### config.mk
export PLATFORM = sky130hd
export DESIGN_NAME = periph_avmm_host
export DESIGN_NICKNAME = d
export VERILOG_FILES = /design/src/rtl/periph_avmm_host.sv
export SDC_FILE = /design/constraint.sdc
export NUM_CORES = 1
export LEC_CHECK = 0
export CORE_MARGIN = 5
export CORE_UTILIZATION = 38
export CTS_CLUSTER_DIAMETER = 50
export DETAILED_ROUTE_END_ITERATION = 10
export GPL_TIMING_DRIVEN = 0
export PLACE_DENSITY = 0.85
export SYNTH_ARGS = -nofsm -noshare
export SYNTH_HDL_FRONTEND = slang
export SYNTH_SLANG_ARGS = --single-unit
### constraint.sdc
create_clock -name clk_clk -period 1.65 [get_ports clk_clk]
set_input_delay 0.165 -clock clk_clk [delete_from_list [all_inputs] [get_ports clk_clk]]
set_output_delay 0.165 -clock clk_clk [all_outputs]
set_load 0.01 [all_outputs]
### src/rtl/periph_avmm_host.sv
// periph_avmm_host
//   Bridges a simple valid/ready command/response pair onto an Avalon-MM host
//   port. At most one transaction is in flight at a time.
//
//   Parameters
//     TIMEOUT_CYCLES  cycles allowed per transaction before abort (>= 2)
//     ADDR_W          Avalon-MM byte-address width
//
//   Ports
//     clk_clk, reset_reset            clock, synchronous active-high reset
//     cmd_valid/ready/write/address/writedata/byteenable   command channel
//     rsp_valid/ready/readdata/error                       response channel
//     m_address/writedata/byteenable/read/write            Avalon-MM request
//     m_burstcount (=1), m_debugaccess (=0)                Avalon-MM constants
//     m_waitrequest/readdatavalid/readdata                 Avalon-MM returns
//
//   Build option
//     PERIPH_AVMM_HOST_TIMEOUT_EN  compiles in the per-transaction timeout.
//     Without it, REQ/RDWAIT wait indefinitely and rsp_error is tied low.
module periph_avmm_host #(
  parameter int unsigned TIMEOUT_CYCLES = 1024,
  parameter int unsigned ADDR_W         = 24
) (
  input  logic              clk_clk,
  input  logic              reset_reset,
  input  logic              cmd_valid,
  output logic              cmd_ready,
  input  logic              cmd_write,
  input  logic [ADDR_W-1:0] cmd_address,
  input  logic [31:0]       cmd_writedata,
  input  logic [3:0]        cmd_byteenable,
  output logic              rsp_valid,
  input  logic              rsp_ready,
  output logic [31:0]       rsp_readdata,
  output logic              rsp_error,
  output logic [ADDR_W-1:0] m_address,
  output logic [31:0]       m_writedata,
  output logic [3:0]        m_byteenable,
  output logic              m_read,
  output logic              m_write,
  output logic              m_burstcount,
  output logic              m_debugaccess,
  input  logic              m_waitrequest,
  input  logic              m_readdatavalid,
  input  logic [31:0]       m_readdata
);

  if (TIMEOUT_CYCLES < 2) begin : g_bad_timeout
    $error("periph_avmm_host: TIMEOUT_CYCLES must be >= 2");
  end

  typedef enum logic [1:0] {
    IDLE   = 2'd0,
    REQ    = 2'd1,
    RDWAIT = 2'd2,
    RSP    = 2'd3
  } state_t;

  state_t state;
  state_t state_nxt;

  logic cap_write;     // direction of the transaction in flight
  logic req_accepted;  // responder took the request this cycle
  logic rd_returned;   // read data arrives this cycle
  logic timeout_hit;   // transaction budget exhausted this cycle

  assign req_accepted = (state == REQ) && !m_waitrequest;
  // readdatavalid is only meaningful while waiting for it
  assign rd_returned  = (state == RDWAIT) && m_readdatavalid;

`ifdef PERIPH_AVMM_HOST_TIMEOUT_EN
  localparam int unsigned CNT_W = $clog2(TIMEOUT_CYCLES);

  logic [CNT_W-1:0] to_cnt;
  logic             rsp_error_q;

  // Counter is 0 in the first REQ cycle, so the hit fires on the
  // TIMEOUT_CYCLES-th cycle spent in REQ/RDWAIT.
  assign timeout_hit = ((state == REQ) || (state == RDWAIT)) &&
                       (to_cnt == CNT_W'(TIMEOUT_CYCLES - 1));

  always_ff @(posedge clk_clk) begin
    if (reset_reset) begin
      to_cnt <= '0;
    end else if ((state != REQ) && (state_nxt == REQ)) begin
      to_cnt <= '0;
    end else if ((state == REQ) || (state == RDWAIT)) begin
      to_cnt <= to_cnt + CNT_W'(1);
    end
  end
`else
  assign timeout_hit = 1'b0;
`endif

  // State register
  always_ff @(posedge clk_clk) begin
    if (reset_reset) begin
      state <= IDLE;
    end else begin
      state <= state_nxt;
    end
  end

  // Next-state logic; a completing handshake wins over a coincident timeout
  always_comb begin
    state_nxt = state;
    unique case (state)
      IDLE: begin
        if (cmd_valid) state_nxt = REQ;
      end
      REQ: begin
        if (req_accepted)     state_nxt = cap_write ? RSP : RDWAIT;
        else if (timeout_hit) state_nxt = RSP;
      end
      RDWAIT: begin
        if (rd_returned || timeout_hit) state_nxt = RSP;
      end
      RSP: begin
        if (rsp_ready) state_nxt = IDLE;
      end
      default: state_nxt = IDLE;
    endcase
  end

  // Command capture and response data registers
  always_ff @(posedge clk_clk) begin
    if (reset_reset) begin
      cap_write    <= 1'b0;
      m_address    <= '0;
      m_writedata  <= '0;
      m_byteenable <= '0;
      rsp_readdata <= '0;
`ifdef PERIPH_AVMM_HOST_TIMEOUT_EN
      rsp_error_q  <= 1'b0;
`endif
    end else begin
      if ((state == IDLE) && cmd_valid) begin
        cap_write    <= cmd_write;
        m_address    <= cmd_address;
        m_writedata  <= cmd_writedata;
        m_byteenable <= cmd_byteenable;
      end
      if (req_accepted && cap_write) begin
        rsp_readdata <= '0;
`ifdef PERIPH_AVMM_HOST_TIMEOUT_EN
        rsp_error_q  <= 1'b0;
`endif
      end else if (rd_returned) begin
        rsp_readdata <= m_readdata;
`ifdef PERIPH_AVMM_HOST_TIMEOUT_EN
        rsp_error_q  <= 1'b0;
      end else if (timeout_hit && !req_accepted) begin
        rsp_readdata <= 32'hDEAD_BEEF;
        rsp_error_q  <= 1'b1;
`endif
      end
    end
  end

  // Outputs
  always_comb begin
    cmd_ready     = (state == IDLE);
    rsp_valid     = (state == RSP);
    m_write       = (state == REQ) && cap_write;
    m_read        = (state == REQ) && !cap_write;
    m_burstcount  = 1'b1;
    m_debugaccess = 1'b0;
`ifdef PERIPH_AVMM_HOST_TIMEOUT_EN
    rsp_error     = rsp_error_q;
`else
    rsp_error     = 1'b0;
`endif
  end

endmodule

==> flow_summary.json <==
{
  "tightestPinTransition_ns": 0.524,
  "yosysTopAreaCellShare": 0.537,
  "synth_area_leaders": "dfxtp_1 54%, nand2_1 20%, a21oi_1 11%",
  "gp_congestion": 0.769,
  "hpwl_um": 8420,
  "ant_nets": 0,
  "diodes": 0,
  "root_buffer": "clkbuf_8",
  "grtUsageTotal": 0.183,
  "period_minus_slack_ns": 1.57,
  "grt_start_max_net_pins": 16,
  "cts_made_buffers": 9,
  "slew_headroom": 0.650,
  "path_clk_slew_ns": 0.09,
  "cts_max_level": 3,
  "power.total_w": 0.00677,
  "ctsLongestPathBuffers": 2,
  "fp.dieH_um": 106,
  "yosys.area.top_type": "dfxtp_1",
  "p_leak_nw": 2.12,
  "max_freq_mhz": 638,
  "cts_setup_buffers": 0,
  "drt_pass1_iterations": 4,
  "cts_tree": "built",
  "powerDensity_nw_per_um2": 1170,
  "hold_viol_final": 0,
  "rsz0062_at_grt": "no",
  "dp_cells": 740,
  "synth_area_um2": 3540,
  "vdd_drop_max_mv": 0.556,
  "holdWs_ns": 0.357,
  "critical_path_class": "flop to output pin",
  "final-instance-count-excl-fill": 756,
  "wl_um": 10800,
  "synthToLayoutAreaGrowth_pct": 64.0,
  "yosys.area_share.xor_xnor": 0,
  "hold_class": "primary input to flop",
  "drcViolationCount": 0,
  "dp_slack_ns": 0.0374,
  "viasPerCell": 4.70,
  "drv_cap": 0,
  "synth.area.mux_share": 0.00283,
  "min_period_over_period": 0.950,
  "worstSkewPairLatency_ns": 0.34,
  "cp_max_fo": 5,
  "syn_avg_cell_area_um2": 8.15,
  "fin_nets": 743,
  "initial_core_util": 0.387,
  "synthSimpleGateAreaFrac": 0.214,
  "synth.ff_latch_count": 95,
  "fin_skew_ns": 0.0120,
  "maxSlewViolCount": 0,
  "row_count": 35,
  "startpoint_type": "flop",
  "synth_top_family_by_area": "simple AND/OR/NAND/NOR gates",
  "netlist_instances": 434,
  "io_pins": 198,
  "port_buffers": 194,
  "synth-compound-area-share": 0.160,
  "drt_iter0_drc": 109,
  "grt_pass1_wl_um": 16900,
  "setup_viol": 0,
  "synth_adder_area_share": 0.0141,
  "synth_warnings": 0,
  "final_layout_size_suffix_gt1_frac": 0.0930,
  "grt_antenna_before_repair": 0,
  "worstPathRequired_ns": 1.48,
  "synthDistinctLibCells": 21,
  "fillCellCount": 789,
  "finalSetupTns_ns": 0,
  "vias": 3553,
  "yosysSeqAreaShare": 0.537,
  "setup_ws_ns": 0.0831,
  "core_um2": 9150,
  "cp-end-kind": "output pin",
  "clock-sinks": 95,
  "die_w_um": 106,
  "wl_per_cell_um": 14.3,
  "grt_pass1_vias": 3573,
  "overflow": 0,
  "status": "finished, final reports clean",
  "cp.arrival_ns": 1.40,
  "dieArea_um2": 11300
}
registers in the layout, summed over array words and instances (netlist names):
register and cells:
m_byteenable 4, m_address 24, m_writedata 32, cap_write 1, state 2, rsp_readdata 32
per-layer routing:
layer,wire length (µm),vias to the layer above,track usage
met3,1010,14,0.0674
met1,4090,1626,0.192
met2,5540,129,0.341
met4,145,0,0.0539
li1,-,1784,-
met5,0,-,0
Yosys cell counts:
master / count
nand2_1: 189
dfxtp_1: 95
a21oi_1: 80
a21oi_2: 14
buf_2: 11
buf_6: 9
buf_4: 7
buf_1: 6
ha_1: 4
inv_1: 4
and2_1: 2
conb_1: 2
nand2b_1: 2
nor2_1: 2
a21o_4: 1
and2_4: 1
mux2i_1: 1
nor2b_1: 1
o2111ai_2: 1
o21ai_0: 1
o31ai_1: 1
cells by family (layout without fill, tap and decap cells):
logic type | count (synthesis) | in the layout
other | 2 | 3
multiplexers | 1 | 1
buffers and inverters | 37 | 247
AO/OA/AOI/OAI | 98 | 98
flip-flops | 95 | 95
adder cells (fa/ha/maj) | 4 | 4
AND/OR/NAND/NOR | 197 | 197
power by group:
part | switching (W) | leakage (nW) | internal, W
Combinational | 0.00124 | 1.26 | 0.00129
Clock | 0.000796 | 0.0788 | 0.000594
Sequential | 0.000190 | 0.776 | 0.00266
Total | 0.00223 | 2.12 | 0.00454
stage by stage:
step | area, µm² | util
3_3_place_gp | 5620 | 0.614
4_1_cts | 5800 | 0.633
2_1_floorplan | 3540 | -
6_report | 5800 | 0.634
5_1_grt | 5800 | 0.634
3_5_place_dp | 5620 | 0.614
placed cells by master, fill, tap and decap left out, types with 2 or more instances in the layout:
cell,Yosys,final
conb_1,2,3
nand2b_1,2,2
buf_6,9,9
clkbuf_8,0,10
dfxtp_1,95,94
dlygate4sd2_1,0,3
buf_2,11,11
a21oi_1,80,80
clkinvlp_4,0,3
inv_1,4,4
nor2_1,2,2
ha_1,4,4
buf_4,7,7
nand2_1,189,188
clkbuf_1,0,2
and2_1,2,2
buf_1,6,6
a21oi_2,14,14
clkdlybuf4s50_1,0,190
worst max-delay path: stages, from the launching register on:
cell,delay (ns)
dfxtp_4,0.38
inv_1,0.06
ha_1,0.20
and2_4,0.18
clkdlybuf4s15_1,0.25
final cells by class:
| cell class | instances | area [µm²] | area share |
|---|---|---|---|
| Clock inverter | 4 | 31.3 | 0.00539 |
| Buffer | 33 | 231 | 0.0399 |
| Inverter | 4 | 15.0 | 0.00259 |
| Tap cell | 111 | 139 | 0.0239 |
| Multi-Input combinational cell | 303 | 1400 | 0.241 |
| Sequential cell | 95 | 1910 | 0.328 |
| Timing Repair Buffer | 194 | 1940 | 0.334 |
| Clock buffer | 12 | 145 | 0.0250 |
final timing paths:
kind,slack [ns],to,start,depth (start not counted)
setup / recovery,0.08,m_write,state[1]$_SDFFE_PP0P_,4
hold / removal,0.36,m_address[5]$_SDFFE_PP0P_,cmd_address[5],3
setup reg to reg,0.17,m_writedata[6]$_SDFFE_PP0P_,state[0]$_SDFFE_PP0P_,7
hold reg to reg,0.46,m_address[7]$_SDFFE_PP0P_,m_address[7]$_SDFFE_PP0P_,2
what timing repair did:
item                                    in CTS  in global routing
endpoints found under the setup margin       4                 42
hold endpoints to repair                     0                  0
hold buffers                                 0                  0
gates resized for setup                      5                  3
Power figures use the tool's default switching activity.
